### src/rtl/keypad_entry_buffer.sv
// Keypad entry buffer: synchronises and debounces scanner key presses, then
// edits a 4-digit BCD entry buffer (shift-in, backspace, clear) for display.
module keypad_entry_buffer #(
    parameter int DEBOUNCE_CYCLES = 1000000,
    parameter int CNT_W           = 20,
    parameter int WRAP_MODE       = 1
) (
    input  logic        clk,
    input  logic        rst,
    input  logic [3:0]  key_code,
    input  logic        key_valid,
    output logic [15:0] digits,
    output logic [3:0]  digit_en,
    output logic [2:0]  digit_count,
    output logic        key_event,
    output logic [3:0]  event_code,
    output logic        overflow
);

    localparam logic [CNT_W-1:0] CNT_LAST = CNT_W'(DEBOUNCE_CYCLES - 1);

    typedef enum logic [1:0] {IDLE, PRESS_WAIT, HELD, RELEASE_WAIT} state_t;

    logic             valid_p0, valid_p1;
    logic [3:0]       code_p0, code_p1;
    state_t           state, state_next;
    logic [CNT_W-1:0] cnt, cnt_next;
    logic [3:0]       pc, pc_next;
    logic             fire;
    logic [15:0]      digits_next;
    logic [2:0]       count_next;
    logic             ovf_next;

    function automatic logic [3:0] en_mask(input logic [2:0] n);
        case (n)
            3'd0:    en_mask = 4'b0000;
            3'd1:    en_mask = 4'b0001;
            3'd2:    en_mask = 4'b0011;
            3'd3:    en_mask = 4'b0111;
            default: en_mask = 4'b1111;
        endcase
    endfunction

    // Stage p0/p1: two-flop synchronisers for the asynchronous scanner inputs
    always_ff @(posedge clk or posedge rst) begin
        if (rst) begin
            valid_p0 <= 1'b0;
            valid_p1 <= 1'b0;
            code_p0  <= 4'h0;
            code_p1  <= 4'h0;
        end else begin
            valid_p0 <= key_valid;
            valid_p1 <= valid_p0;
            code_p0  <= key_code;
            code_p1  <= code_p0;
        end
    end

    always_comb begin
        state_next = state;
        cnt_next   = cnt;
        pc_next    = pc;
        fire       = 1'b0;
        case (state)
            IDLE: begin
                if (valid_p1) begin
                    pc_next    = code_p1;
                    cnt_next   = '0;
                    state_next = PRESS_WAIT;
                end
            end
            PRESS_WAIT: begin
                if (!valid_p1 || code_p1 != pc) begin
                    cnt_next   = '0;
                    state_next = IDLE;
                end else if (cnt == CNT_LAST) begin
                    cnt_next   = '0;
                    fire       = 1'b1;
                    state_next = HELD;
                end else begin
                    cnt_next = cnt + 1'b1;
                end
            end
            HELD: begin
                // Code changes while held are ignored: one event per press.
                if (!valid_p1) begin
                    cnt_next   = '0;
                    state_next = RELEASE_WAIT;
                end
            end
            default: begin
                if (valid_p1) begin
                    cnt_next   = '0;
                    state_next = HELD;
                end else if (cnt == CNT_LAST) begin
                    cnt_next   = '0;
                    state_next = IDLE;
                end else begin
                    cnt_next = cnt + 1'b1;
                end
            end
        endcase
    end

    always_comb begin
        digits_next = digits;
        count_next  = digit_count;
        ovf_next    = 1'b0;
        if (fire) begin
            if (pc <= 4'd9) begin
                if (digit_count == 3'd4) begin
                    ovf_next = 1'b1;
                    if (WRAP_MODE != 0)
                        digits_next = {digits[11:0], pc};
                end else begin
                    digits_next = {digits[11:0], pc};
                    count_next  = digit_count + 3'd1;
                end
            end else if (pc == 4'hB) begin
                if (digit_count != 3'd0) begin
                    digits_next = {4'h0, digits[15:4]};
                    count_next  = digit_count - 3'd1;
                end
            end else if (pc == 4'hC) begin
                digits_next = 16'h0000;
                count_next  = 3'd0;
            end
        end
    end

    // Stage p2: debounce state and registered buffer outputs
    always_ff @(posedge clk or posedge rst) begin
        if (rst) begin
            state       <= IDLE;
            cnt         <= '0;
            pc          <= 4'h0;
            digits      <= 16'h0000;
            digit_count <= 3'd0;
            digit_en    <= 4'b0000;
            key_event   <= 1'b0;
            event_code  <= 4'h0;
            overflow    <= 1'b0;
        end else begin
            state       <= state_next;
            cnt         <= cnt_next;
            pc          <= pc_next;
            digits      <= digits_next;
            digit_count <= count_next;
            digit_en    <= en_mask(count_next);
            key_event   <= fire;
            overflow    <= ovf_next;
            if (fire)
                event_code <= pc;
        end
    end

endmodule

### config.mk
export PLATFORM = sky130hd
export DESIGN_NAME = keypad_entry_buffer
export DESIGN_NICKNAME = d
export VERILOG_FILES = /design/src/rtl/keypad_entry_buffer.sv
export SDC_FILE = /design/constraint.sdc
export NUM_CORES = 1
export LEC_CHECK = 0
export CORE_ASPECT_RATIO = 2
export CORE_MARGIN = 4
export CORE_UTILIZATION = 56
export DETAILED_ROUTE_END_ITERATION = 8
export PLACE_DENSITY = 0.79
export SYNTH_ARGS = -nofsm -noshare
export SYNTH_HDL_FRONTEND = slang
export SYNTH_SLANG_ARGS = --single-unit
### constraint.sdc
create_clock -name clk -period 2.4 [get_ports clk]
set_input_delay 0.24 -clock clk [delete_from_list [all_inputs] [get_ports clk]]
set_output_delay 0.24 -clock clk [all_outputs]
set_load 0.01 [all_outputs]
== Yosys cells after proc, flatten, opt, wreduce, memory -nomap -nowiden ==
Cells that the tools add are included.
Cells by class
  $lt $le $gt $ge: 1
  reduce and logical (&&, ||, !) cells: 11
  mux-type cells: 30
  $add $sub $neg: 3
  equality and inequality tests: 14
Operators with widths (count)
  two-way mux 20 bit: 5
  two-way mux 16 bit: 4
  case mux 20 bit (3 select lines): 1
  adder 20 x 1 -> 20 bit (second input constant): 1
  equality test 20 bit (second input constant): 1
  two-way mux 3 bit: 6
  case mux 4 bit (4 select lines): 1
  two-way mux 2 bit: 6
  equality test 4 bit (second input constant): 2
  equality test 3 x 2 -> 1 bit (second input constant): 2
  two-way mux 1 bit: 6
  case mux 2 bit (3 select lines): 1
  nonzero test 3 bit: 2
  less-or-equal comparator 4 bit (second input constant): 1
  inequality test 2 bit (second input constant): 2
  inequality test 4 bit: 1
  AND reduction 2 bit: 2
  AND reduction 4 bit: 1
  nonzero test 4 bit: 1
  adder 3 x 1 -> 3 bit (second input constant): 1
  equality test 3 x 1 -> 1 bit (second input constant): 1
  equality test 3 bit (second input constant): 1
  zero test 3 bit: 1
  inequality test 3 x 2 -> 1 bit (second input constant): 1
  8 further kinds: 8
Word-level totals
  bits in registers: 65
  output and inout bits: 29
  input port bits: 7

== Logic depth before layout (Yosys ltp) ==
Gate-level depths: netlist of run 1.
  word-level depth: 7
  mapped depth: 10
  depth with buffers taken out: 8

== Least setup slack after synthesis of run 1 ==
Ideal clock, no wire load.
  kind: reg2reg
  from: reg cnt[0]
  to: reg digit_en[2]
  setup time: 143 ps
  cell stages (with the launch flop): 9
  path slack: 264 ps
  buffers on the path: 1
  clock period less this slack: 2136 ps
  arrival time: 1993 ps
  path through: dfrtp_1 ha_1 and3_1 nand3_1 or4_1 buf_2 a311o_1 a21oi_2 o21ai_1
On the way
  longest elaborated chain between the ends: 7
  elaborated cells on any way between the ends: 10
  those cells by class: 4 x eq/ne; 5 x mux; 1 x reduce/logical
RTL lines
  from (decl): line 27  | logic [CNT_W-1:0] cnt, cnt_next;
  from (signal assigned): line 145  | cnt <= cnt_next;
  equality test 20 bit *: line 76  | end else if (cnt == CNT_LAST) begin
  two-way mux 1 bit *: line 76
  two-way mux 1 bit *: line 73  | if (!valid_p1 || code_p1 != pc) begin
  two-way mux 1 bit *: line 64  | case (state)
  two-way mux 3 bit *: line 109  | if (fire) begin
  equality test 3 x 2 -> 1 bit (tied with other cells): line 35  | case (n)
  case mux 4 bit (4 select lines) *: line 35
  to (signal assigned): line 149  | digit_en <= en_mask(count_next);
  to (decl): line 13  | output logic [3:0] digit_en,
Mark *: on every way between the ends. The rest lies on a longest branch, timed or not.
A chain may end at the register's enable or synchronous reset.

== Worst setup path in the final report of run 1 ==
  from: reg state[1]
  to: reg digit_en[2]
On the way
  longest elaborated chain between the ends: 5
  elaborated cells on any way between the ends: 8
  those cells by class: 4 x eq/ne; 3 x mux; 1 x reduce/logical
RTL lines
  from (decl): line 26  | state_t state, state_next;
  from (signal assigned): line 144  | state <= state_next;
  equality test 2 x 1 -> 1 bit *: line 64
  two-way mux 1 bit *: line 64
  two-way mux 3 bit *: line 109
  equality test 3 x 2 -> 1 bit (tied with other cells): line 35
  case mux 4 bit (4 select lines) *: line 35
Marks and branches as above.

==> impl_metrics.csv, run 1 <==
group,metric,value,unit
clocking,htreeDepth,3,
clocking,hold_buffers,0,
route,wirelength,7.52,mm
setup_path,slowest_stage,"or4_4",
setup_path,timing.rr.end,"digit_en[2]",
min_path,hp-class,"in -> async",
floorplanning,num_rows,38,
finish,fin_nets,395,
clocking,path_clk_slew,0.07,ns
setup_path,critPathKind,"reg -> reg",
floorplanning,fp.dieW,61.5,um
place,place_hpwl,5.51,mm
timing,fin_worst_skew,0.00824,ns
status,run_status,"finished clean",
power,total_power,3020,uW
grt,track_usage,24.7,%
setup_path,slowest_delay,0.60,ns
timing,rsz0062_at_grt,"no",
yosys,ys_warn_count,0,
yosys,yosysSeqAreaShare,50.7,%
yosys,synthesis.area,3210,sq um
setup_path,r2r-start,"state[1]",
power,power_frac_seq,40.0,%
setup_path,ff2ff_setup_slack,0.14,ns
timing,whs,0.233,ns
floorplanning,die_h,115,um
setup_path,crit_path_start,"state[1]",
route,drt_pass1_iterations,5,
clocking,clk_latency,0.35,ns
yosys,syn-num-nets,340,
clocking,cts_tree,"done",
power,p_per_area,753,nW/um^2
finish,synthToLayoutAreaGrowth,24.8,%
timing,setup-tns-final,0,ns
power,combPwrFrac,28.7,%
place,place_congestion,0.863,
route,avgRoutedWirePerCell,16.9,um
clocking,numCtsBuffers,9,
finish,fillCellCount,395,
place,portBuffers,35,
timing,slew_viol_final,0,
setup_path,cp.required,2.63,ns
job,cap_violations,0,
power,swShare,34.4,%
grt,grt_max_degree,44,
timing,slew_headroom,56.8,%
yosys,synth.avg_cell_area,9.88,sq um
grt,overflow,0,
setup_path,cp-start-kind,"flip-flop",
yosys,synthArstFlopShare,100,%
route,ant_nets,0,
clocking,cts_buffer_depth,2,
clocking,cts.sinks,65,
power,p_int,1980,uW
setup_path,cp.arrival,2.48,ns
grt,antenna_found_initial,0,
floorplanning,die-area,7080,sq um
setup_path,crit_fanout,7,
yosys,synthCells,325,
floorplanning,start_util,58.2,%
yosys,synthFlopType,"dfrtp_1",
yosys,synth.distinct_cells,50,
setup_path,path_cells,"inv_1, ha_1, nand2_1, nand4bb_1, or4_4, a311o_1, a21oi_2, o21ai_1",
finish,drive_gt1_share,17.1,%
clocking,cts-root-buf,"clkbuf_8",
route,drc,0,
timing,hold_viol_final,0,
yosys,synth-edff-count,0,
grt,grt_first_pass_wirelength,13.0,mm
floorplanning,io_pins,36,
power,p_clk_share,31.3,%
setup_path,r2r_cells,8,
yosys,ys_ff_latch,65,
power,vdd_ir_drop_max,0.651,mV
route,vias_per_cell,6.05,
setup_path,critPathCaptureType,"flip-flop",
timing,fin_crit_sh,94.0,%
setup_path,path_buf_inv,1,
power,p_sw,1040,uW
timing,max_freq,443,MHz
finish,diodes,0,
floorplanning,core,5520,sq um
route,first_iter_violations,183,
grt,grt_pass1_vias,2801,
power,leakage,0.00171,uW
setup_path,critPathTopFamily,"simple AND/OR/NAND/NOR gates",
route,routed-via-count,2694,
timing,finalCriticalPeriod,2.26,ns
timing,setup_viol_count_final,0,
timing,worst_slew_pin_slew,0.647,ns
## area by class of cell
class / instances / area (sq um) / area share (%)
flip-flops and latches: 65 / 1630 / 40.6
multi-input cells: 230 / 1470 / 36.6
repair buffers: 59 / 581 / 14.5
inverters: 15 / 56.3 / 1.41
clock buffers: 9 / 124 / 3.09
well taps: 60 / 75.1 / 1.87
clock inverters: 7 / 77.6 / 1.94
## sequential cells by signal, summed over array words and instances, names as in the netlist
name / count
event_code: 4
state: 2
overflow: 1
code_p0: 4
code_p1: 4
digits: 16
digit_en: 4
key_event: 1
valid_p0: 1
cnt: 20
valid_p1: 1
pc: 4
digit_count: 3
## metrics by stage
stage | utilization (%) | instance area, sq um | setup slack [ns] | instances
final | 72.6 | 4010 | 0.144 | 445
after floorplan | - | 3210 | 0.264 | 325
after detailed placement | 68.3 | 3770 | -0.0230 | 428
after global placement | 68.3 | 3770 | 0.0720 | 428
after global routing | 72.6 | 4010 | 0.0113 | 445
after CTS | 72.0 | 3970 | 0.000787 | 444
## power groups by stage
| stage | clock, uW | sequential (uW) | combinational, uW |
|---|---|---|---|
| floorplan | 0 | 1220 | 594 |
| global placement | 0 | 1220 | 830 |
| detailed placement | 0 | 1230 | 848 |
| CTS | 966 | 1210 | 853 |
| global route | 1020 | 1210 | 962 |
| finish | 944 | 1210 | 867 |
## how the worst max path moves through the flow
stage	to	slack, ns	cells past startpoint
CTS	digits[0]	0.0008	7
finish	digit_en[2]	0.14	8
global route	digit_en[2]	0.01	7
detailed placement	cnt[19]	-0.02	8
global placement	digit_en[0]	0.07	6
floorplan	digit_en[2]	0.26	8
## synth_stat cells (4+ instances only)
cell	n	area share, %
nand3_1	22	3.4
a22oi_1	11	2.6
o21ai_1	17	2.6
clkbuf_1	6	0.70
nor3_1	5	0.78
buf_2	6	0.94
nand2_1	57	6.7
o311ai_0	10	2.7
a31oi_1	5	0.97
ha_1	8	3.1
and2_1	4	0.78
a21oi_1	6	0.94
inv_1	15	1.8
dfrtp_1	65	51
o21ai_0	14	2.2
mux2_2	9	3.2
nor2_1	6	0.70
o31ai_1	6	1.4
or2_2	4	0.78
## worst reg2reg max path, stage by stage, from the launching register on
cell and delay (ns):
dfrtp_1 0.42, inv_1 0.10, ha_1 0.14, nand2_1 0.08, nand4bb_1 0.22, or4_4 0.60, a311o_1 0.31, a21oi_2 0.18
o21ai_1 0.09
## layout by cell type, fill, tap and decap left out, types with 3 or more instances in the layout
cell type	netlist	final
dfrtp_1	65	65
nand2_1	57	57
clkdlybuf4s50_1	0	35
nand3_1	22	21
buf_4	0	20
o21ai_1	17	18
inv_1	15	14
o21ai_0	14	13
a22oi_1	11	11
o311ai_0	10	10
mux2_2	9	9
clkbuf_8	0	9
ha_1	8	8
a21oi_1	6	6
o31ai_1	6	6
nor2_1	6	5
a31oi_1	5	5
nor3_1	5	5
or2_2	4	4
and2_1	4	4
buf_12	0	4
xnor2_1	3	3
and4bb_2	3	3
and3_1	3	3
or3_1	3	3
nand4_1	3	3
## layer usage
| layer | up-vias | track usage (%) | wire [um] |
|---|---|---|---|
| met1 | 1317 | 26.6 | 2670 |
| met5 | - | 0 | 0 |
| met3 | 20 | 5.06 | 273 |
| li1 | 1292 | - | - |
| met4 | 0 | 13.7 | 240 |
| met2 | 65 | 42.8 | 4340 |
## cell families (layout without fill, tap and decap cells)
group                      count (synthesis)  in the layout  synth area share, %
AOI/OAI and AO/OA                         81             81                 17.2
xor gates and xnor gates                   5              5                 1.36
adders and majority gates                  8              8                 3.12
muxes                                     10             10                 3.47
and+or+nand+nor                          126            126                 20.0
buffers and inverters                     30             90                 4.21
DFF                                       65             65                 50.7
## timing repair
item / 4_1_cts / 5_1_grt
setup endpoints to repair: 2 / 23
resized for setup: 1 / 4
buffers inserted: 0 / 1
Note: power is estimated with default switching activity, not from simulation.
==> inputs of run 2 (changes only) <==
--- a/config.mk
+++ b/config.mk
@@ -9,6 +9,7 @@
 export CORE_MARGIN = 4
 export CORE_UTILIZATION = 56
 export DETAILED_ROUTE_END_ITERATION = 8
+export HOLD_SLACK_MARGIN = 0.1
 export PLACE_DENSITY = 0.79
 export SYNTH_ARGS = -nofsm -noshare
 export SYNTH_HDL_FRONTEND = slang
==> results of run 2 <==
Same layout as run 1: the final DEF is identical, and so are final timing and power.
